==> src/rtl/mux_sel_arbiter.sv <==
`default_nettype none
// ============================================================================
// Module   : mux_sel_arbiter
// Brief    : Two-requester round-robin arbiter driving the 2:1 mux select.
//            ARB_PREEMPT_EN enables contention preemption after HOLD_CYCLES.
// Revision : 1.0 - initial release
// ============================================================================
module mux_sel_arbiter #(
  parameter int HOLD_CYCLES = 4,
  parameter int CNT_W       = $clog2(HOLD_CYCLES + 1)
) (
  input  logic clk,
  input  logic reset,
  input  logic req0,
  input  logic req1,
  output logic gnt0,
  output logic gnt1,
  output logic s,
  output logic busy
);

  generate
    if (HOLD_CYCLES < 1 || HOLD_CYCLES > 255) begin : g_bad_hold
      $error("mux_sel_arbiter: HOLD_CYCLES must be in 1..255");
    end
  endgenerate

  typedef enum logic [1:0] {
    IDLE = 2'd0,
    G0   = 2'd1,
    G1   = 2'd2
  } state_t;

  localparam logic [CNT_W-1:0] c_hold_max  = CNT_W'(HOLD_CYCLES);
  localparam logic [CNT_W-1:0] c_hold_last = CNT_W'(HOLD_CYCLES - 1);
`ifdef ARB_PREEMPT_EN
  localparam logic c_preempt = 1'b1;
`else
  localparam logic c_preempt = 1'b0;
`endif

  state_t           r_state;
  state_t           w_next;
  logic [CNT_W-1:0] r_cnt;
  logic             r_last;
  logic             w_last_next;
  logic             r_gnt0;
  logic             r_gnt1;
  logic             r_s;
  logic             w_s_next;
  logic             w_hold_done;
  logic             w_entry;

  assign w_hold_done = c_preempt & (r_cnt == c_hold_last);
  assign w_entry     = (w_next != r_state) && (w_next != IDLE);

  always_comb begin
    w_next      = r_state;
    w_last_next = r_last;
    w_s_next    = r_s;
    case (r_state)
      IDLE: begin
        // Tie goes to whichever requester was not granted most recently
        if (req0 && req1) w_next = r_last ? G0 : G1;
        else if (req0)    w_next = G0;
        else if (req1)    w_next = G1;
      end
      G0: begin
        if (!req0)                   w_next = req1 ? G1 : IDLE;
        else if (req1 && w_hold_done) w_next = G1;
      end
      G1: begin
        if (!req1)                   w_next = req0 ? G0 : IDLE;
        else if (req0 && w_hold_done) w_next = G0;
      end
      default: w_next = IDLE;
    endcase
    if (w_next == G0) begin
      w_last_next = 1'b0;
      w_s_next    = 1'b0;
    end else if (w_next == G1) begin
      w_last_next = 1'b1;
      w_s_next    = 1'b1;
    end
  end

  always_ff @(posedge clk or posedge reset) begin
    if (reset) begin
      r_state <= IDLE;
      r_last  <= 1'b1;
      r_gnt0  <= 1'b0;
      r_gnt1  <= 1'b0;
      r_s     <= 1'b0;
    end else begin
      r_state <= w_next;
      r_last  <= w_last_next;
      r_gnt0  <= (w_next == G0);
      r_gnt1  <= (w_next == G1);
      r_s     <= w_s_next;
    end
  end

`ifdef ARB_PREEMPT_EN
  always_ff @(posedge clk or posedge reset) begin
    if (reset) begin
      r_cnt <= '0;
    end else if (w_entry) begin
      r_cnt <= '0;
    end else if (r_state != IDLE && r_cnt != c_hold_max) begin
      r_cnt <= r_cnt + 1'b1;
    end
  end
`else
  // Owner keeps the grant until release, so tenure is never tracked
  assign r_cnt = (w_entry && c_hold_max != '0) ? '0 : '0;
`endif

  assign gnt0 = r_gnt0;
  assign gnt1 = r_gnt1;
  assign s    = r_s;
  assign busy = r_gnt0 | r_gnt1;

endmodule
`default_nettype wire

==> config.mk <==
export PLATFORM = sky130hd
export DESIGN_NAME = mux_sel_arbiter
export DESIGN_NICKNAME = d
export VERILOG_FILES = /design/src/rtl/mux_sel_arbiter.sv
export SDC_FILE = /design/constraint.sdc
export NUM_CORES = 1
export LEC_CHECK = 0
export BUFFER_PORTS_ARGS = -buffer_cell sky130_fd_sc_hd__clkbuf_2
export CAP_MARGIN = 25
export CELL_PAD_IN_SITES_DETAIL_PLACEMENT = 2
export CELL_PAD_IN_SITES_GLOBAL_PLACEMENT = 2
export CORE_AREA = 2 2 39 41
export DETAILED_ROUTE_END_ITERATION = 10
export DIE_AREA = 0 0 41 43
export HOLD_SLACK_MARGIN = 0.15
export PLACE_DENSITY = 0.52
export SETUP_SLACK_MARGIN = 0.4
export SLEW_MARGIN = 10
export SYNTH_ARGS = -nofsm -noshare
export SYNTH_HDL_FRONTEND = slang
export SYNTH_SLANG_ARGS = --single-unit
==> constraint.sdc <==
create_clock -name clk -period 2 [get_ports clk]
set_input_delay 0.4 -clock clk [delete_from_list [all_inputs] [get_ports clk]]
set_output_delay 0.4 -clock clk [all_outputs]
set_load 0.02 [all_outputs]
; Word level (Yosys, flattened, before mapping)
; Index checks and enable logic that the tools add are counted.
[totals]
out_inout_bits = 4
in_bits = 4
elab_cells = 24
register_bits = 6
[classes]
n_bitwise = 1
reduce_logical = 3
n_eq_ne = 4
n_mux = 11
[op_table]
columns = operator, n
row1 = two-way mux 2 bit, 7
row2 = one-hot mux 2 bit (3 select lines), 1
row3 = == test 2 x 1 -> 1 bit (second input constant), 2
row4 = == test 2 bit (second input constant), 2
row5 = two-way mux 1 bit, 3
row6 = logical NOT 2 bit, 1
row7 = nonzero test 2 bit, 1
row8 = logical AND 1 bit, 1
row9 = OR 1 bit, 1

; Longest topological paths before layout
[logic_depth]
word_depth = 7
mapped_depth = 5

; Worst setup path before layout
; OpenSTA, ideal clock, no wires.
[synth_timing]
kind = flip-flop to flip-flop
start = register r_last
end = register r_s, in the netlist s
setup_slack_ns = 0.694
period_less_slack_ns = 1.306
path_stages_with_launch = 6
n_path_buf = 0
setup_ns = 0.127
t_arrival_ns = 1.179
t_required_ns = 1.873
cell_sequence = dfstp_2 -> o21ba_1 -> o21ai_0 -> ha_1 -> nand2_1 -> o21ai_0
[synth_via]
elab_chain_cells = 5
elab_cells_between_ends = 7
cone_classes = 2 x eq/ne / 4 x mux / 1 x reduce/logical
[synth_rtl]
columns = item, line
row1 = from (decl), 45  ; logic r_last;
row2 = from (signal assigned), 96  ; r_last <= w_last_next;
row3 = two-way mux 2 bit * (2 in series), 64  ; if (req0 && req1) w_next = r_last ? G0 : G1;
row4 = one-hot mux 2 bit (3 select lines) *, 61  ; case (r_state)
row5 = == test 2 x 1 -> 1 bit / == test 2 bit (equally long branches), "78, 81"
row6 = two-way mux 1 bit / nonzero test 2 bit (equally long branches), -
row7 = to (signal assigned), 99  ; r_s <= w_s_next;
row8 = to (decl), 49  ; logic r_s;
; Mark *: on every way between the ends. The rest lies on a longest branch, timed or not.
; A chain may end at the register's enable or synchronous reset.

; Worst setup path in the final report
[layout_timing]
start = register r_gnt1, in the netlist gnt1
end = output port busy
[layout_via]
elab_chain_cells = 1
[layout_rtl]
columns = item, line
row1 = from (decl), 48  ; logic r_gnt1;
row2 = from (signal assigned), 98  ; r_gnt1 <= (w_next == G1);
row3 = OR 1 bit, 121  ; assign busy = r_gnt0 | r_gnt1;
row4 = to (decl), 19  ; output logic busy
; Every way passes these cells.

==> impl_metrics.yaml <==
outcome:
  outcome: "finished, final reports clean"
hold_path:
  holdPathStages: 2
  worstHoldStart: "req0"
  whs_endpoint: "r_state[0]$_DFF_PP0_"
  hold_class: "input port to flop"
clock_network:
  htree_levels: 1
  cts.clk_slew.worst_paths_ns: 0.05
  clk_latency_ns: 0.25
  clock-sinks: 6
  cts-root-buf: "clkbuf_4"
  clockBufferDepth: 2
  post-cts-setup-buffer-count: 0
  cts_buffers: 3
  cts_tree: "built"
  cts_resized: 0
final_layout:
  num_antenna_cells: 0
  final_core_util_pct: 27.3
  finish.net_count: 44
  area_growth_pct: 31.9
  drive_gt1_share_pct: 36.1
  final_area_um2: 378
setup_path:
  crit_required_ns: 1.60
  worstReg2RegEnd: "r_last$_DFFE_PP1P_"
  crit_type: "flop to output pin"
  r2r-start: "r_last$_DFFE_PP1P_"
  crit_arrival_ns: 1.05
  r2r_cells: 4
  crit_path_end_kind: "output pin"
  rrSetupSlack_ns: 0.61
  cp-start-kind: "flop"
  worstPathMaxFanout: 2
route:
  routedWlPerCell_um: 10.5
  finalWirelength_um: 544
  first_pass_iters: 3
  drt_iter0_drc: 3
  ant_nets: 0
  viasPerCell: 3.96
  via_count: 206
  drc_errors: 0
timing:
  clock.fmax_mhz: 689
  finalHoldViolations: 0
  maxSlewHeadroom_pct: 84.5
  finalCritPeriodShare_pct: 72.6
  tightest_slew_ns: 0.233
  slew_viol_final: 0
  period_needed_ns: 1.45
  setup_viol: 0
  setup_tns_ns: 0
  skew_ns: 0.00588
  rsz0062_at_grt: "false"
  layout_setup_ws_ns: 0.549
global_routing:
  track_usage_pct: 8.90
  antenna_found_initial: 0
  grt_pass1_vias: 225
  grt_max_degree: 7
  grt_first_pass_wirelength_um: 972
  grt_overflow: 0
placed_design:
  portBuffers: 7
  dpl_cell_area_um2: 342
  place_ws_ns: 0.540
  gp_congestion: 0.684
  dpl.hpwl_um: 451
synthesis:
  yosys-top-cells-count: "dfrtp_1, ha_1, inv_1, o21ai_0"
  netlist_instances: 24
  synthTopCellsByArea: "dfrtp_1, ha_1, dfstp_2"
  synth_edf_count: 0
  synth_flop_cell: "dfrtp_1"
  ys_warn_count: 0
  syn_area_um2: 287
  ys_seq_elements: 6
  synth_top_area_cell: "dfrtp_1"
  syn_nets: 31
  netlist.area_leader.share_pct: 43.7
  synth_cell_types: 16
  synth.avg_cell_area_um2: 11.9
  yosysMostFrequentCell: "dfrtp_1"
  synth-seq-area-share_pct: 52.8
  synth_async_sr_flop_share_pct: 100
job:
  cap_violations: 0
floorplan:
  io_pins: 8
  dieArea_um2: 1760
  die_w_um: 41
  rows: 14
  die_h_um: 43
  core_area_um2: 1380
  start_util_pct: 20.7
power_and_ir_drop:
  vdd_drop_max_uv: 462
  power.density_nw_per_um2: 1300
  p_leak_nw: 0.205
sequential cells by signal, summed over array words and instances, names as in the netlist:
signal	count
r_state	2
gnt0	1
gnt1	1
r_last	1
s	1
how the worst max path moves through the flow:
stage | start | end | slack, ns | depth (start not counted)
2_1_floorplan | r_last$_DFFE_PP1P_ | s$_DFFE_PP0P_ | 0.69 | 5
3_3_place_gp | req1 | r_last$_DFFE_PP1P_ | 0.57 | 5
3_5_place_dp | req1 | r_last$_DFFE_PP1P_ | 0.54 | 5
4_1_cts | gnt1$_DFF_PP0_ | busy | 0.53 | 2
5_1_grt | gnt1$_DFF_PP0_ | busy | 0.50 | 2
6_report | gnt1$_DFF_PP0_ | busy | 0.55 | 2
stage by stage:
step | instances | hold WS [ns] | total power, mW
3_5_place_dp | 47 | 0.310 | 0.373
4_1_cts | 52 | 0.444 | 0.504
3_3_place_gp | 47 | 0.306 | 0.368
5_1_grt | 52 | 0.462 | 0.539
6_report | 52 | 0.458 | 0.492
2_1_floorplan | 24 | 0.190 | 0.316
cells by family (layout without fill, tap and decap cells):
family / Yosys count / in the layout / synth area share (%)
simple gates: 6 / 6 / 14.0
mux: 1 / 1 / 3.49
compound gates: 6 / 6 / 14.0
flops: 6 / 6 / 52.8
fa+ha+maj: 3 / 3 / 13.1
buf+inv: 2 / 14 / 2.62
power by group:
| part | internal (mW) | leakage, nW | total, mW | switching, mW |
|---|---|---|---|---|
| Combinational | 0.0759 | 0.117 | 0.177 | 0.101 |
| Sequential | 0.167 | 0.0731 | 0.192 | 0.0251 |
| Clock | 0.0757 | 0.0150 | 0.122 | 0.0465 |
cell type report:
class | count | area, um2
tap | 16 | 20.0
timing repair buffer | 8 | 45.0
fill | 167 | 1010
sequential | 6 | 151
multi-input combinational | 16 | 128
clock buffer | 4 | 26.3
inverter | 2 | 7.51
metal layers:
metal / track usage (%) / wire length (um) / vias up
met2: 12.2 / 284 / 4
met3: 3.14 / 21 / 0
li1: - / - / 103
met4: 8.00 / 0 / 0
met5: 0 / 0 / -
met1: 10.2 / 238 / 99
worst max-delay path, stage by stage, from the launching register on:
cell,delay [ns]
dfrtp_1,0.37
or2_2,0.29
clkbuf_2,0.15
placed cells by master (no fill, tap or decap), drive strengths merged:
master and n:
a21o 1, a21oi 1, and2b 1, clkbuf 11
dfrtp 5, dfstp 1, dlygate4sd3 1, ha 3
inv 2, mux2i 1, nand2 1, nand2b 1
nor2 1, nor3b 1, o21a 1, o21ai 2
o21ba 1, or2 1
timing repair:
item,4_1_cts,5_1_grt
hold endpoints to repair,5,0
endpoints found under the setup margin,0,0
hold buffers,1,0
(Power assumes the default switching activity.)
